===== config.mk =====
export PLATFORM = sky130hd
export DESIGN_NAME = vga_digit_row_overlay_flat
export DESIGN_NICKNAME = d
export VERILOG_FILES = /design/src/rtl/vga_digit_row_overlay_if.sv /design/src/rtl/vga_digit_row_overlay.sv /design/src/flat_wrapper.sv
export SDC_FILE = /design/constraint.sdc
export NUM_CORES = 1
export LEC_CHECK = 0
export CORE_MARGIN = 3
export CORE_UTILIZATION = 45
export DETAILED_ROUTE_END_ITERATION = 12
export PLACE_DENSITY = 0.85
export SETUP_SLACK_MARGIN = 0.4
export SYNTH_ARGS = -nofsm -noshare
export SYNTH_HDL_FRONTEND = slang
export SYNTH_SLANG_ARGS = --single-unit

===== constraint.sdc =====
create_clock -name clk -period 2.2 [get_ports clk]
set_clock_uncertainty 0.2 [all_clocks]
set_input_delay 0.44 -clock clk [delete_from_list [all_inputs] [get_ports clk]]
set_output_delay 0.44 -clock clk [all_outputs]
set_load 0.02 [all_outputs]

===== src/rtl/vga_digit_row_overlay_if.sv =====
// Font ROM bus between the digit-row overlay (master) and an external
// registered 8x16 font ROM (slave): rom_data follows rom_addr by one clock.
interface vga_digit_row_overlay_if;
  logic [10:0] rom_addr;
  logic [7:0]  rom_data;

  modport master (output rom_addr, input  rom_data);
  modport slave  (input  rom_addr, output rom_data);
endinterface


===== src/rtl/vga_digit_row_overlay.sv =====
// Draws one text row of NGRP two-digit BCD groups with separators, using frame-
// synchronous shadow copies of the values, edit blinking and an alarm flash.
module vga_digit_row_overlay #(
  parameter int         NGRP         = 3,
  parameter int         X0           = 192,
  parameter int         Y0           = 128,
  parameter int         SCALE        = 2,
  parameter int         BLINK_FRAMES = 30,
  parameter logic [2:0] FG_RGB       = 3'b111,
  parameter logic [2:0] EDIT_RGB     = 3'b100,
  parameter logic [2:0] ALARM_RGB    = 3'b100
) (
  input  logic                   clk,
  input  logic                   rst_n,
  input  logic [9:0]             pix_x,
  input  logic [9:0]             pix_y,
  input  logic                   frame_tick,
  input  logic [8*NGRP-1:0]      digits,
  input  logic [6:0]             sep_char,
  input  logic [NGRP-1:0]        edit_sel,
  input  logic                   alarm,
  vga_digit_row_overlay_if.master font,
  output logic                   text_on,
  output logic [2:0]             text_rgb
);

  localparam int NCHAR  = 3*NGRP - 1;
  localparam int CHAR_W = 8 << SCALE;
  localparam int CHAR_H = 16 << SCALE;
  localparam int X1     = X0 + NCHAR*CHAR_W;
  localparam int Y1     = Y0 + CHAR_H;
  localparam int CW     = (BLINK_FRAMES > 1) ? $clog2(BLINK_FRAMES) : 1;

  logic [8*NGRP-1:0] digits_sh_reg;
  logic [6:0]        sep_sh_reg;
  logic [NGRP-1:0]   edit_sh_reg;
  logic              alarm_sh_reg;
  logic [CW-1:0]     blink_cnt_reg;
  logic              blink_phase_reg;

  always_ff @(posedge clk or negedge rst_n) begin
    if (!rst_n) begin
      digits_sh_reg   <= '0;
      sep_sh_reg      <= '0;
      edit_sh_reg     <= '0;
      alarm_sh_reg    <= 1'b0;
      blink_cnt_reg   <= '0;
      blink_phase_reg <= 1'b1;
    end else if (frame_tick) begin
      digits_sh_reg <= digits;
      sep_sh_reg    <= sep_char;
      edit_sh_reg   <= edit_sel;
      alarm_sh_reg  <= alarm;
      if (blink_cnt_reg == CW'(BLINK_FRAMES-1)) begin
        blink_cnt_reg   <= '0;
        blink_phase_reg <= ~blink_phase_reg;
      end else begin
        blink_cnt_reg <= blink_cnt_reg + 1'b1;
      end
    end
  end

  // Per-character lookup built from the shadow copies; separators are never "edited".
  logic [6:0]       char_lut [NCHAR];
  logic [NCHAR-1:0] edit_lut;

  genvar gi;
  generate
    for (gi = 0; gi < NCHAR; gi++) begin : g_char
      if (gi % 3 == 2) begin : g_sep
        assign char_lut[gi] = sep_sh_reg;
        assign edit_lut[gi] = 1'b0;
      end else begin : g_dig
        localparam int LSB = 8*(gi/3) + ((gi % 3 == 0) ? 4 : 0);
        logic [3:0] nib;
        assign nib          = digits_sh_reg[LSB +: 4];
        assign char_lut[gi] = (nib <= 4'd9) ? {3'b011, nib} : 7'h3f;
        assign edit_lut[gi] = edit_sh_reg[gi/3];
      end
    end
  endgenerate

  // Stage 0: position decode; dx/dy underflow outside the row is masked by in_row.
  logic       in_row;
  logic [9:0] dx, dy, k_full;
  logic [2:0] bit_idx;
  logic [3:0] row_idx;
  logic [6:0] char_sel;
  logic       edit_hit;
  logic [2:0] rgb_next;

  assign in_row  = ({2'b00, pix_x} >= 12'(X0)) && ({2'b00, pix_x} < 12'(X1)) &&
                   ({2'b00, pix_y} >= 12'(Y0)) && ({2'b00, pix_y} < 12'(Y1));
  assign dx      = pix_x - 10'(X0);
  assign dy      = pix_y - 10'(Y0);
  assign k_full  = dx >> (3 + SCALE);
  assign bit_idx = 3'(dx >> SCALE);
  assign row_idx = 4'(dy >> SCALE);

  always_comb begin
    char_sel = '0;
    edit_hit = 1'b0;
    for (int i = 0; i < NCHAR; i++) begin
      if (k_full == 10'(i)) begin
        char_sel = char_lut[i];
        edit_hit = edit_lut[i];
      end
    end
  end

  always_comb begin
    rgb_next = FG_RGB;
    if (edit_hit && !blink_phase_reg)
      rgb_next = 3'b000;
    else if (alarm_sh_reg)
      rgb_next = blink_phase_reg ? ALARM_RGB : FG_RGB;
    else if (edit_hit)
      rgb_next = EDIT_RGB;
  end

  // Stage 1 issues the ROM address; stage 2 lines up with the ROM's own output register.
  logic [10:0] rom_addr_reg;
  logic        in_row_s1, text_on_reg;
  logic [2:0]  bit_s1, bit_s2;
  logic [2:0]  rgb_s1, rgb_s2;

  always_ff @(posedge clk or negedge rst_n) begin
    if (!rst_n) begin
      rom_addr_reg <= '0;
      in_row_s1    <= 1'b0;
      bit_s1       <= '0;
      rgb_s1       <= '0;
      text_on_reg  <= 1'b0;
      bit_s2       <= '0;
      rgb_s2       <= '0;
    end else begin
      rom_addr_reg <= {char_sel, row_idx};
      in_row_s1    <= in_row;
      bit_s1       <= bit_idx;
      rgb_s1       <= rgb_next;
      text_on_reg  <= in_row_s1;
      bit_s2       <= bit_s1;
      rgb_s2       <= rgb_s1;
    end
  end

  assign font.rom_addr = rom_addr_reg;
  assign text_on       = text_on_reg;
  assign text_rgb      = (text_on_reg && font.rom_data[~bit_s2]) ? rgb_s2 : 3'b000;

endmodule


===== src/flat_wrapper.sv =====
// flat-port wrapper written by rule: the top's interface ports become plain ports
module vga_digit_row_overlay_flat 
#(
  parameter int         NGRP         = 3,
  parameter int         X0           = 192,
  parameter int         Y0           = 128,
  parameter int         SCALE        = 2,
  parameter int         BLINK_FRAMES = 30,
  parameter logic [2:0] FG_RGB       = 3'b111,
  parameter logic [2:0] EDIT_RGB     = 3'b100,
  parameter logic [2:0] ALARM_RGB    = 3'b100
)
  (clk, rst_n, pix_x, pix_y, frame_tick, digits, sep_char, edit_sel, alarm, text_on, text_rgb, font_rom_addr, font_rom_data);
  vga_digit_row_overlay_if font_i ();
  input  logic clk;
  input  logic rst_n;
  input  logic [9:0] pix_x;
  input  logic [9:0] pix_y;
  input  logic frame_tick;
  input  logic [8*NGRP-1:0] digits;
  input  logic [6:0] sep_char;
  input  logic [NGRP-1:0] edit_sel;
  input  logic alarm;
  output logic text_on;
  output logic [2:0] text_rgb;
  output wire logic [$bits(font_i.rom_addr)-1:0] font_rom_addr;
  input wire logic [$bits(font_i.rom_data)-1:0] font_rom_data;
  assign font_rom_addr = font_i.rom_addr;
  assign font_i.rom_data = font_rom_data;
  vga_digit_row_overlay #(.NGRP(NGRP), .X0(X0), .Y0(Y0), .SCALE(SCALE), .BLINK_FRAMES(BLINK_FRAMES), .FG_RGB(FG_RGB), .EDIT_RGB(EDIT_RGB), .ALARM_RGB(ALARM_RGB)) u_core (.clk(clk), .rst_n(rst_n), .pix_x(pix_x), .pix_y(pix_y), .frame_tick(frame_tick), .digits(digits), .sep_char(sep_char), .edit_sel(edit_sel), .alarm(alarm), .font(font_i), .text_on(text_on), .text_rgb(text_rgb));
endmodule

# [Word-level counts from Yosys, hierarchy flattened]
# Index checks and enable logic that the tools add are counted.
[totals] word_cells=75 reg_bits=66 output_inout_bits=15 inputBits=66
[op_classes] addsub=3 n_eq_ne=8 bitwise_logic=2 reduce_logical=8 magnitude_cmp=11 n_mux=30
[ops] cell="$mux W7" count=8
[ops] cell="$le A4 B4 Y1 const B" count=6
[ops] cell="$mux W4" count=6
[ops] cell="$eq A5 B3 Y1 const B" count=4
[ops] cell="$ge A10 B8 Y1 const B" count=2
[ops] cell="$eq A5 B2 Y1 const B" count=2
[ops] cell="$logic_not A10 Y1" count=1
[ops] cell="$lt A10 B8 Y1 const B" count=1
[ops] cell="$lt A10 B9 Y1 const B" count=1
[ops] cell="$sub A10 B8 Y10 const B" count=1
[ops] cell="$mux W1" count=9
[ops] cell="$mux W3" count=3
[ops] cell="$sub A6 B1 Y6 const B" count=1
[ops] cell="$add A5 B1 Y5 const B" count=1
[ops] cell="$eq A5 B1 Y1 const B" count=1
[ops] cell="$eq A5 B5 Y1 const B" count=1
[ops] cell="$logic_and A1 B1 Y1" count=5
[ops] cell="$mux W5" count=1
[ops] cell="$lt A3 B4 Y1 const B" count=1
[ops] cell="$mux W2" count=2
[ops] cell="$bmux W1 S3" count=1
[ops] cell="$not A3 Y3" count=1
[ops] cell="$reduce_and A2 Y1" count=1
[ops] cell="$logic_not A1 Y1" count=1
[ops] cell="$not A1 Y1" count=1

# [Depth between registers and ports, before layout]
[depth] depth_word=13 ltp_mapped=7 ltp_nobuf=6

# [Least setup slack after synthesis]
# Ideal clock, no wire load.
[synth_path] path_type="input to output" startpoint="in font_rom_data[0]" endpoint="out text_rgb[1]" required_ps=1560 n_path_buf=1 slack_ps=-20 t_arrival_ps=1580 cell_stages=4 cell_sequence="mux4_2 mux2_2 and3_1 buf_4"
[synth_between] elab_chain_len=4
[synth_rtl] item="start, declared" line_no="flat_wrapper.sv:27" text="input wire logic [$bits(font_i.rom_data)-1:0] font_rom_data;"
[synth_rtl] item="$bmux W1 S3" line_no="vga_digit_row_overlay.sv:149" text="assign text_rgb = (text_on_reg && font.rom_data[~bit_s2]) ? rgb_s2 : 3'b000;"
[synth_rtl] item="$mux W1 (implied by the code)" line_no="vga_digit_row_overlay.sv:149"
[synth_rtl] item="$logic_and A1 B1 Y1" line_no="vga_digit_row_overlay.sv:149"
[synth_rtl] item="$mux W3" line_no="vga_digit_row_overlay.sv:149"
[synth_rtl] item="end, declared" line_no="flat_wrapper.sv:25" text="output logic [2:0] text_rgb;"
# No other way between the ends. The select of a mux whose other input is x is not followed.

# [Worst setup path after layout]
[layout_path] startpoint="in font_rom_data[3]" endpoint="out text_rgb[1]"
# Same word-level chain as after synthesis.

==> flow_summary.json <==
{
  "synth.most_common_cell": "dfrtp_1",
  "finalInstanceArea_um2": 4260,
  "ys_warn_count": 0,
  "max_stage_delay_ps": 440,
  "cts-root-buf": "clkbuf_8",
  "ff2ff_setup_slack_ps": 470,
  "critical_path_buf_inv_count": 2,
  "syn_inst": 234,
  "postRouteAntennaNets": 0,
  "syn_to_final_growth_pct": 46.1,
  "setup_viol": 3,
  "gr-total-overflow": 0,
  "synth-edff-count": 0,
  "cts_sinks": 64,
  "dpl.hpwl_mm": 4.76,
  "crit_path_end_kind": "primary output",
  "fillers": 441,
  "via_per_inst": 5.53,
  "path_cells": "clkdlybuf4s50_1 -> mux4_2 -> mux2_4 -> and3_4 -> buf_6",
  "dp_cells": 389,
  "fin_ws_ps": -302,
  "port_buffers": 76,
  "fin_nets": 397,
  "min_path_cells": 0,
  "synth_seq_area_share_pct": 55.0,
  "final.period_utilization_pct": 114,
  "min_path_type": "reg2reg",
  "drtPass1Iterations": 4,
  "largest_reg_flops": 24,
  "ios": 81,
  "routed_wl_mm": 6.75,
  "insertion_delay_ps": 350,
  "max_cap_violations": 0,
  "clk_pin_slew_worst_paths_ps": 70,
  "hold_viol": 0,
  "die_x_um": 86.5,
  "drc_errors": 0,
  "grt_antenna_before_repair": 0,
  "worst-endpoint-required_ps": 1560,
  "finalSetupTns_ps": -895,
  "dpl_cell_area_um2": 3880,
  "initial_utilization_pct": 47.8,
  "syn_nets": 303,
  "wl_per_cell_um": 16.5,
  "cts_tree": "built",
  "fmax_mhz": 400,
  "multi_input_area_um2": 1360,
  "arrival_ps": 1860,
  "instances_no_fill": 408,
  "grt_usage_pct": 19.1,
  "crit_family": "multiplexers",
  "power_density_nw_per_um2": 774,
  "syn_area_per_cell_um2": 12.5,
  "drt_iter0_markers": 119,
  "grt_max_degree": 48,
  "core_um2": 6100,
  "tightest_slew_ps": 429,
  "final_core_util_pct": 69.8,
  "violations": "negative setup slack",
  "cp_max_fo": 2,
  "synth_seq_cells": 64,
  "antennaDiodeCount": 0,
  "min_period_ps": 2500,
  "synthFlopType": "dfrtp_1",
  "synth_area_leaders": "dfrtp_1 54%, mux2_2 14%, a21oi_1 2.1%",
  "ys_top_cells_by_count": "63 x dfrtp_1, 35 x mux2_2, 13 x nand2_1",
  "rsz0062_at_grt": "true",
  "cts_buffers": 9,
  "layout-drive-gt1-share_pct": 31.8,
  "die_area_um2": 7480,
  "grt_pass1_wl_mm": 10.9,
  "critPathKind": "in2out",
  "cp-start-kind": "input port",
  "cts_buffer_depth": 2,
  "reg2reg_to": "u_core.font.rom_addr[4]$_DFF_PN0_",
  "rows": 28,
  "reg2reg_depth": 4,
  "hp-start": "u_core.rgb_s1[1]$_DFF_PN0_",
  "drv_slew": 0,
  "p_leak_nw": 1.83,
  "synth.distinct_cells": 52,
  "h-tree-depth": 3,
  "vdd_drop_max_mv": 0.512,
  "die_h_um": 86.5,
  "slew_headroom_pct": 71.4,
  "min_to": "u_core.rgb_s2[1]$_DFF_PN0_",
  "syn_area_um2": 2920,
  "post-place-ws_ps": -794,
  "crit_slowest_cell": "mux4_2",
  "seq_area_um2": 1600,
  "place_congestion": 0.823,
  "grt_pass1_vias": 2292,
  "crit-reg2reg-launch": "u_core.digits_sh_reg[10]$_DFFE_PN0P_",
  "num_vias": 2256,
  "synth-async-reset-ratio_pct": 100,
  "synth_top_area_share_pct": 54.1,
  "yosys.area.top_type": "dfrtp_1",
  "status": "finished with violations"
}
through the flow:
step                hold slack (ps)  power (mW)
floorplan                     -55.6        1.75
global placement                133        2.00
detailed placement              135        2.04
CTS                             150        3.29
global route                    156        3.44
finish                          149        3.30
power breakdown:
group          internal [mW]  switching (mW)  leakage, nW
combinational          0.334           0.258        0.951
clock                  0.789           0.466        0.123
sequential              1.33           0.121        0.755
kinds of logic (layout without fill, tap and decap cells):
group	Yosys count	count (layout)	share of synthesized area [%]
mux	42	42	16.8
xor+xnor	3	3	0.901
simple gates	43	43	8.41
compound gates	62	62	15.0
fa+ha+maj	3	3	1.29
buf+inv	17	116	2.66
flops	64	64	55.0
per-layer routing:
layer	global-route usage, %	routed length [um]	vias to the layer above
li1	-	-	1058
met1	23.4	2790	1102
met2	31.8	3350	82
met3	4.66	446	14
met4	8.50	159	0
met5	0	0	-
repair_timing:
item	CTS	global route
pin swaps	10	14
hold buffers	1	0
endpoints found under the setup margin	24	8
endpoints found under the hold margin	17	0
setup buffers	1	1
gates resized for setup	63	14
how the worst max path moves through the flow:
stage                                          start  cells past startpoint     endpoint
after global routing      u_core.bit_s2[0]$_DFF_PN0_                      4  text_rgb[1]
final                               font_rom_data[3]                      5  text_rgb[1]
after floorplan                     font_rom_data[0]                      4  text_rgb[1]
after CTS                 u_core.bit_s2[0]$_DFF_PN0_                      4  text_rgb[1]
after global placement              font_rom_data[0]                      5  text_rgb[2]
after detailed placement            font_rom_data[4]                      5  text_rgb[2]
layout by cell type (no fill, tap or decap), types with 3 or more instances in the layout:
master            n
nand2_1          12
clkdlybuf4s50_1  49
nand3b_1          3
dlygate4sd2_1    18
nand2b_1          3
a21oi_1          12
buf_6             6
buf_8             3
o21ai_0          11
buf_4            13
inv_1             4
a21o_1            4
o22ai_2           4
mux2i_1           5
bufinv_16         3
dfrtp_1          63
clkbuf_8         10
o21a_1            3
nor2_1            8
o22ai_1           3
buf_2             3
mux2_2           34
final cells by class:
type,instances,share of cell area [%]
multi-input cells,153,31.9
flip-flops and latches,64,37.6
inverters,4,0.353
clock buffers,10,3.23
repair buffers,96,21.9
clock inverters,6,2.70
well taps,75,2.20
No activity file was read; power rests on OpenSTA's default activity.
